## config.mk

```make
export PLATFORM = sky130hd
export DESIGN_NAME = port_serializer
export DESIGN_NICKNAME = d
export VERILOG_FILES = /design/src/rtl/port_serializer.sv
export SDC_FILE = /design/constraint.sdc
export NUM_CORES = 1
export LEC_CHECK = 0
export BUFFER_PORTS_ARGS = -buffer_cell sky130_fd_sc_hd__buf_2
export CAP_MARGIN = 20
export CORE_ASPECT_RATIO = 1.25
export CORE_UTILIZATION = 32
export CTS_BUF_LIST = sky130_fd_sc_hd__clkbuf_16
export CTS_CLUSTER_DIAMETER = 30
export DETAILED_ROUTE_END_ITERATION = 10
export GPL_ROUTABILITY_DRIVEN = 0
export RECOVER_POWER = 50
export SLEW_MARGIN = 0
export SYNTH_ARGS = -nofsm -noshare
export SYNTH_HDL_FRONTEND = slang
export SYNTH_SLANG_ARGS = --single-unit
```

## constraint.sdc

```tcl
create_clock -name clock -period 1.55 [get_ports clock]
set_input_delay 0 -clock clock [delete_from_list [all_inputs] [get_ports clock]]
set_output_delay 0 -clock clock [all_outputs]
set_load 0.02 [all_outputs]
```

## src/rtl/port_serializer.sv

```systemverilog
// rtl/port_serializer.sv - output-port serializer: pops payload words and shifts them out LSB-first with framing
module port_serializer #(
    parameter int WIDTH = 32,
    parameter int GAP   = 1
) (
    input  logic             clock,
    input  logic             reset,
    input  logic [WIDTH-1:0] fifo_data,
    input  logic             fifo_empty,
    input  logic             hold,
    output logic             fifo_pop,
    output logic             dout,
    output logic             valido_n,
    output logic             frameo_n,
    output logic             busy
);

    localparam int CW = $clog2(WIDTH);
    localparam int GW = (GAP < 2) ? 1 : $clog2(GAP + 1);

    // S_TAIL is the cycle after the last bit, where the line returns to idle
    typedef enum logic [2:0] {
        S_IDLE,
        S_POP,
        S_LOAD,
        S_SHIFT,
        S_TAIL,
        S_GAP
    } state_t;

    state_t           state_q, state_d;
    logic [CW-1:0]    cnt_q, cnt_d;
    logic [GW-1:0]    gap_q, gap_d;
    logic [WIDTH-1:0] shreg_q, shreg_d;
    logic             pop_q, pop_d;
    logic             dout_q, dout_d;
    logic             vn_q, vn_d;
    logic             fn_q, fn_d;
    logic             busy_q, busy_d;

    // Next-state and registered-output logic; the bit index only advances on non-held edges
    always_comb begin
        state_d = state_q;
        cnt_d   = cnt_q;
        gap_d   = gap_q;
        shreg_d = shreg_q;
        pop_d   = 1'b0;
        dout_d  = 1'b0;
        vn_d    = 1'b1;
        fn_d    = fn_q;
        case (state_q)
            S_IDLE: begin
                fn_d = 1'b1;
                if (!fifo_empty) begin
                    state_d = S_POP;
                    pop_d   = 1'b1;
                end
            end
            S_POP: begin
                state_d = S_LOAD;
            end
            S_LOAD: begin
                // The word is only valid now, so bit 0 comes straight from fifo_data
                state_d = S_SHIFT;
                fn_d    = 1'b0;
                shreg_d = fifo_data;
                cnt_d   = '0;
                if (!hold) begin
                    dout_d  = fifo_data[0];
                    vn_d    = 1'b0;
                    shreg_d = fifo_data >> 1;
                    cnt_d   = CW'(1);
                end
            end
            S_SHIFT: begin
                if (!hold) begin
                    dout_d  = shreg_q[0];
                    vn_d    = 1'b0;
                    shreg_d = shreg_q >> 1;
                    if (cnt_q == CW'(WIDTH - 1)) begin
                        fn_d    = 1'b1;
                        cnt_d   = '0;
                        state_d = S_TAIL;
                    end else begin
                        cnt_d = cnt_q + CW'(1);
                    end
                end
            end
            S_TAIL: begin
                fn_d  = 1'b1;
                gap_d = GW'(GAP);
                if (GAP == 0) begin
                    state_d = S_IDLE;
                end else begin
                    state_d = S_GAP;
                end
            end
            S_GAP: begin
                gap_d = gap_q - GW'(1);
                if (gap_q <= GW'(1)) begin
                    state_d = S_IDLE;
                end
            end
            default: begin
                state_d = S_IDLE;
            end
        endcase
        busy_d = (state_d != S_IDLE);
    end

    // State and output registers with synchronous reset
    always_ff @(posedge clock) begin
        if (reset) begin
            state_q <= S_IDLE;
            cnt_q   <= '0;
            gap_q   <= '0;
            shreg_q <= '0;
            pop_q   <= 1'b0;
            dout_q  <= 1'b0;
            vn_q    <= 1'b1;
            fn_q    <= 1'b1;
            busy_q  <= 1'b0;
        end else begin
            state_q <= state_d;
            cnt_q   <= cnt_d;
            gap_q   <= gap_d;
            shreg_q <= shreg_d;
            pop_q   <= pop_d;
            dout_q  <= dout_d;
            vn_q    <= vn_d;
            fn_q    <= fn_d;
            busy_q  <= busy_d;
        end
    end

    assign fifo_pop = pop_q;
    assign dout     = dout_q;
    assign valido_n = vn_q;
    assign frameo_n = fn_q;
    assign busy     = busy_q;

endmodule

```

==> results of run 1 <==
==> sequential cells by signal (all words and copies together), names as in the netlist <==
signal and cells:
shreg_q 32, cnt_q 5, state_q 3, busy 1, dout 1, fifo_pop 1
frameo_n 1, valido_n 1
==> final cells by class <==
type                    instances  area, um^2  share of cell area [%]
clock inverters                 3        13.8                   0.491
flip-flops and latches         45         902                    32.2
clock buffers                   5         125                    4.46
well taps                      90         113                    4.01
repair buffers                 51         342                    12.2
multi-input cells             208        1310                    46.7
==> kinds of logic after synthesis <==
logic type               count (synthesis)  share of synthesized area, %
AO/OA/AOI/OAI                           78                          21.2
buffers and inverters                   25                          7.58
flip-flops                              45                          37.9
AND/OR/NAND/NOR                         96                          18.8
multiplexers                            32                          13.5
adder cells (fa/ha/maj)                  2                          1.05
==> synthesized netlist by cell type <==
master      n
buf_6       7
nand2b_1    1
nor3b_2     1
nand3_1     2
a22oi_2     2
nor3b_1     1
ha_1        2
and3_1      1
clkbuf_1    5
nor3_1      1
or2_2       1
and2b_1     1
a21boi_0    1
mux2i_1    32
nand2b_4    1
a211oi_1    1
o21ai_1     1
a21oi_1    34
a22oi_1     1
a21o_1      1
nor2_1     11
dfxtp_1    45
o211ai_1   31
o21ai_0     3
or4b_4      1
and4bb_4    1
nand3b_4    1
a2111oi_0   1
nand2_1    68
buf_2       6
a21oi_2     2
nor4_1      2
and2_1      1
buf_4       7
nand3b_1    1
==> timing repair <==
| item | 4_1_cts | 5_1_grt |
|---|---|---|
| endpoints found under the setup margin | 1 | 1 |
| gates cloned | 0 | 0 |
| endpoints found under the hold margin | 1 | 0 |
| resized for setup | 4 | 2 |
| hold buffers | 1 | 0 |
| buffers inserted | 0 | 0 |
| pin swaps | 1 | 1 |
==> worst max path at each step <==
stage	end	depth (start not counted)	slack, ns	startpoint
after global placement	state_q[0]	6	0.09	cnt_q[0]
final	cnt_q[2]	4	0.13	state_q[0]
after detailed placement	state_q[0]	6	0.04	cnt_q[0]
after floorplan	state_q[0]	6	0.13	cnt_q[0]
after CTS	state_q[0]	6	0.02	cnt_q[0]
after global routing	cnt_q[3]	4	0.01	state_q[0]
==> critical path, delay by kind of cell (launching register included) <==
family             cells  cell delay, ns
AOI/OAI and AO/OA      2            0.21
and+or+nand+nor        2            0.52
DFF                    1            0.62
==> through the flow <==
step	worst slack (ns)	power [uW]	cell area (um^2)	instances	hold WS (ns)
2_1_floorplan	0.129	1610	2380	278	0.0763
3_3_place_gp	0.0905	1720	2650	393	0.202
3_5_place_dp	0.0445	1730	2650	393	0.196
4_1_cts	0.0247	2740	2820	402	0.0249
5_1_grt	0.00961	2840	2810	402	0.0331
6_report	0.128	2710	2810	402	0.0180
==> layer usage <==
metal  share of wire [%]  up-vias  routed length, um  global-route usage (%)
met5                   0        -                  0                       0
met4                0.99        0                 50                    4.48
met3                 3.7        5                188                    2.62
met2                  49       42               2450                    22.8
met1                  46      939               2340                    17.1
li1                    -     1055                  -                       -
==> power groups by stage <==
stage,Clock [uW],Sequential (uW),Combinational (uW)
after floorplan,0,1280,321
after detailed placement,0,1290,439
final,1010,1270,433
after global placement,0,1290,434
after global routing,1080,1270,487
after CTS,1030,1270,444
==> qor.yml, run 1 <==
power.share.combinational_pct: 16.0
rsz0062_at_grt: "no"
cp_slowest_cell: "dfxtp_1"
cts_buffers: 5
vias_per_cell: 5.08
r2r-end: "cnt_q[2]"
area_delta_synth_final_pct: 17.9
fp-row-count: 34
grt_pass1_wl_um: 8450
io_buffers: 40
utilization_pct: 39.7
antenna_found_initial: 0
fmax_ghz: 0.703
initial_core_util_pct: 33.7
place_hpwl_um: 3410
p_leak_uw: 0.00119
swShare_pct: 26.0
min_period_ns: 1.42
clk_pin_slew_worst_paths_ns: 0.06
r2r_cells: 4
clockBufferDepth: 2
crit_path_start_kind: "flip-flop"
drt_first_pass_iters: 4
yosys-top-cells-area: "dfxtp_1, mux2i_1, nand2_1"
drt_iter0_markers: 121
worstSetupPathType: "flip-flop to flip-flop"
dieHeight_um: 98.4
setup_tns_ns: 0
rr_startpoint: "state_q[0]"
core_mm2: 0.00706
ys_warn_count: 0
maxCapViolCount: 0
cp-end-kind: "flip-flop"
critPathArrivalTime_ns: 1.64
layout_commonest_cell: "nand2_1"
hp-start: "fifo_data[0]"
timing_hold_violations_final: 0
cts_tree: "built"
p_per_area_mw_per_mm2: 965
status: "finished clean"
die_w_um: 79.1
power_frac_clock_pct: 37.2
synth_area_leader_cell: "dfxtp_1"
tightest_slew_ns: 0.486
fin_skew_ns: 0.00658
wire_per_inst_um: 12.5
routed_wl_um: 5030
htreeDepth: 2
relSlewSlack_pct: 67.5
syn_nets: 316
worstSkewPairLatency_ns: 0.28
drv_slew: 0
grt_pass1_vias: 1869
p_seq_share_pct: 46.8
grt.overflow.total: 0
syn_avg_cell_area_um2: 8.56
via_count: 2041
drive_gt1_share_pct: 20.5
switchingPower_uw: 702
hold_path_end: "dout"
ys_ff_latch: 45
antenna_left: 0
nets: 349
drc_errors: 0
timing.final.crit_share_pct: 91.8
worst-path-max-fanout: 12
netlist_area_mm2: 0.00238
pin_count: 41
clock-root-buffer: "clkbuf_16"
insertedDiodeCount: 0
vdd_drop_max_mv: 0.665
cpPeakStageDelay_ns: 0.62
nFillCells: 755
hold_depth: 3
r2r_setup_slack_ns: 0.13
grt_max_degree: 63
track_usage_pct: 13.5
netlist_instances: 278
numClockSinks: 45
cp.required_ns: 1.76
synthDistinctLibCells: 35
power.internal_uw: 2000
die_area_mm2: 0.00778
seq_area_frac_synth_pct: 37.9
hp-class: "primary input to flip-flop"
setup_viol: 0
synth_top_cell_area_share_pct: 37.9
final_cell_mix: "nand2_1, dfxtp_1, buf_2, a21oi_1, mux2i_1"
cp_cell_sequence: "and4bb_4 > nor3b_2 > o21ai_1 > a21oi_1"
Power figures use the tool's default switching activity.
==> inputs of run 2 (changes only) <==
CORE_MARGIN = 2   (was unset)
HOLD_SLACK_MARGIN = 0.06   (was unset)
==> qor.yml, run 2 (synthesis results as in run 1) <==
r2r_cells: 6  # was 4
hold_depth: 2  # was 3
grt_pass1_wl_um: 8510  # was 8450 um
vdd_drop_max_mv: 0.539  # was 0.665 mV
insertedDiodeCount: 0  # unchanged
fin_skew_ns: 0.00475  # was 0.00658 ns
cp.required_ns: 1.71  # was 1.76 ns
relSlewSlack_pct: 67.2  # was 67.5%
wire_per_inst_um: 12.5  # about the same
io_buffers: 40  # unchanged
drt_first_pass_iters: 5  # was 4
nets: 353  # was 349
antenna_left: 0  # unchanged
clockBufferDepth: 2  # unchanged
rr_startpoint: "cnt_q[0]"  # was state_q[0]
setup_viol: 0  # unchanged
layout_commonest_cell: "nand2_1"  # unchanged
routed_wl_um: 5120  # was 5030 um
timing.final.crit_share_pct: 93.0  # was 91.8%
maxCapViolCount: 0  # unchanged
final_cell_mix: "nand2_1, dfxtp_1, buf_2, a21oi_1, mux2i_1"  # unchanged
dieHeight_um: 100  # was 98.4 um
critPathArrivalTime_ns: 1.60  # was 1.64 ns
rsz0062_at_grt: "no"  # unchanged
antenna_found_initial: 0  # unchanged
cts_buffers: 5  # unchanged
drv_slew: 0  # unchanged
clk_pin_slew_worst_paths_ns: 0.06  # about the same
drc_errors: 0  # unchanged
fp-row-count: 35  # was 34
die_w_um: 81.1  # was 79.1 um
via_count: 2021  # was 2,041
largest_reg_flops: 32  # unchanged
final_cell_count_no_fill: 408  # was 402
worstSkewPairLatency_ns: 0.28  # about the same
fmax_ghz: 0.694  # was 0.703 GHz
grt.overflow.total: 0  # unchanged
hp-start: "reset"  # was fifo_data[0]
nFillCells: 789  # was 755
crit_path_start_kind: "flip-flop"  # unchanged
hp-class: "primary input to flip-flop"  # unchanged
p_leak_uw: 0.00118  # was 0.00119 uW
area_delta_synth_final_pct: 19.3  # was 17.9%
drive_gt1_share_pct: 21.2  # was 20.5%
r2r-end: "state_q[0]"  # was cnt_q[2]
pin_count: 41  # unchanged
reg_top3: "shreg_q x32, cnt_q x5, state_q x3"  # unchanged
grt_max_degree: 42  # was 63
min_period_ns: 1.44  # was 1.42 ns
htreeDepth: 2  # unchanged
timing_hold_violations_final: 0  # unchanged
clock-root-buffer: "clkbuf_16"  # unchanged
tightest_slew_ns: 0.492  # was 0.486 ns
r2r_setup_slack_ns: 0.11  # was 0.13 ns
worstSetupPathType: "flip-flop to flip-flop"  # unchanged
post-cts-setup-buffer-count: 0  # unchanged
regMostFlops: "shreg_q"  # unchanged
p_per_area_mw_per_mm2: 1010  # was 965 mW/mm^2
core_mm2: 0.00727  # was 0.00706 mm^2
setup_tns_ns: 0  # unchanged
dp.cells: 398  # was 393
numClockSinks: 45  # unchanged
initial_core_util_pct: 32.7  # was 33.7%
place_hpwl_um: 3520  # was 3410 um
die_area_mm2: 0.00814  # was 0.00778 mm^2
cp-end-kind: "flip-flop"  # unchanged
grt_pass1_vias: 1869  # unchanged
drt_iter0_markers: 77  # was 121
status: "finished clean"  # unchanged
worst-path-max-fanout: 5  # was 12
track_usage_pct: 13.2  # was 13.5%
cts_tree: "built"  # unchanged
vias_per_cell: 4.95  # was 5.08
hold_path_end: "shreg_q[23]"  # was dout
[run 2: cell types whose count changed in the layout (fill, tap and decap cells not counted), sizes merged]
cell / before / now
clkbuf: 10 / 12
buf: 45 / 46
dlygate4sd3: 1 / 2
bufinv: 0 / 1
clkinv: 2 / 1
[run 2: cell type report]
type	instances	area, um^2	area share [%]
sequential	45	903	31.8
tap	92	115	4.06
multi-input combinational	208	1310	46.3
clock buffer	5	125	4.41
clock inverter	3	37.5	1.32
timing repair buffer	55	344	12.1
[run 2: per-layer routing]
layer,GRT usage (%),part of all wire [%],vias to the layer above
met5,0,0,-
met4,4.56,1.6,0
met3,2.43,4.1,6
met2,21.9,46,38
met1,17.0,49,909
li1,-,-,1068
[run 2: critical path, stage by stage, from the launching register on]
cell and delay (ns):
dfxtp_2 0.35, ha_4 0.17, and3_4 0.18, ha_4 0.17, nand2b_1 0.08, a21boi_0 0.08, a2111oi_1 0.28
[run 2: stage by stage]
step | setup slack [ns] | instance area (um^2) | power, uW | utilization (%) | hold slack (ns)
6_report | 0.108 | 2840 | 2870 | 39.0 | 0.0960
5_1_grt | 0.0163 | 2840 | 3000 | 39.0 | 0.119
4_1_cts | 0.00805 | 2850 | 2910 | 39.3 | 0.0906
3_5_place_dp | -0.0553 | 2650 | 1730 | 36.4 | 0.193
3_3_place_gp | 0.0725 | 2650 | 1720 | 36.4 | 0.199
2_1_floorplan | 0.129 | 2380 | 1610 | - | 0.0763
[run 2: worst max-delay path by stage]
stage | start | endpoint | slack (ns)
floorplan | cnt_q[0] | state_q[0] | 0.13
global placement | cnt_q[0] | state_q[0] | 0.07
detailed placement | cnt_q[0] | state_q[0] | -0.06
CTS | cnt_q[0] | state_q[0] | 0.008
global route | cnt_q[0] | state_q[0] | 0.02
finish | cnt_q[0] | state_q[0] | 0.11
[run 2: where the power goes]
group / switching [uW] / leakage, uW / internal, uW / total [uW]
clock network: 422 / 0.0000826 / 749 / 1170
logic: 238 / 0.000727 / 193 / 431
registers: 42.8 / 0.000368 / 1220 / 1270
total: 703 / 0.00118 / 2170 / 2870
[run 2: timing repair]
action | CTS | global route
gates resized for setup | 6 | 2
setup endpoints to repair | 1 | 1
gates cloned | 0 | 0
hold buffers | 2 | 0
pin swaps | 1 | 1
hold endpoints to repair | 3 | 0
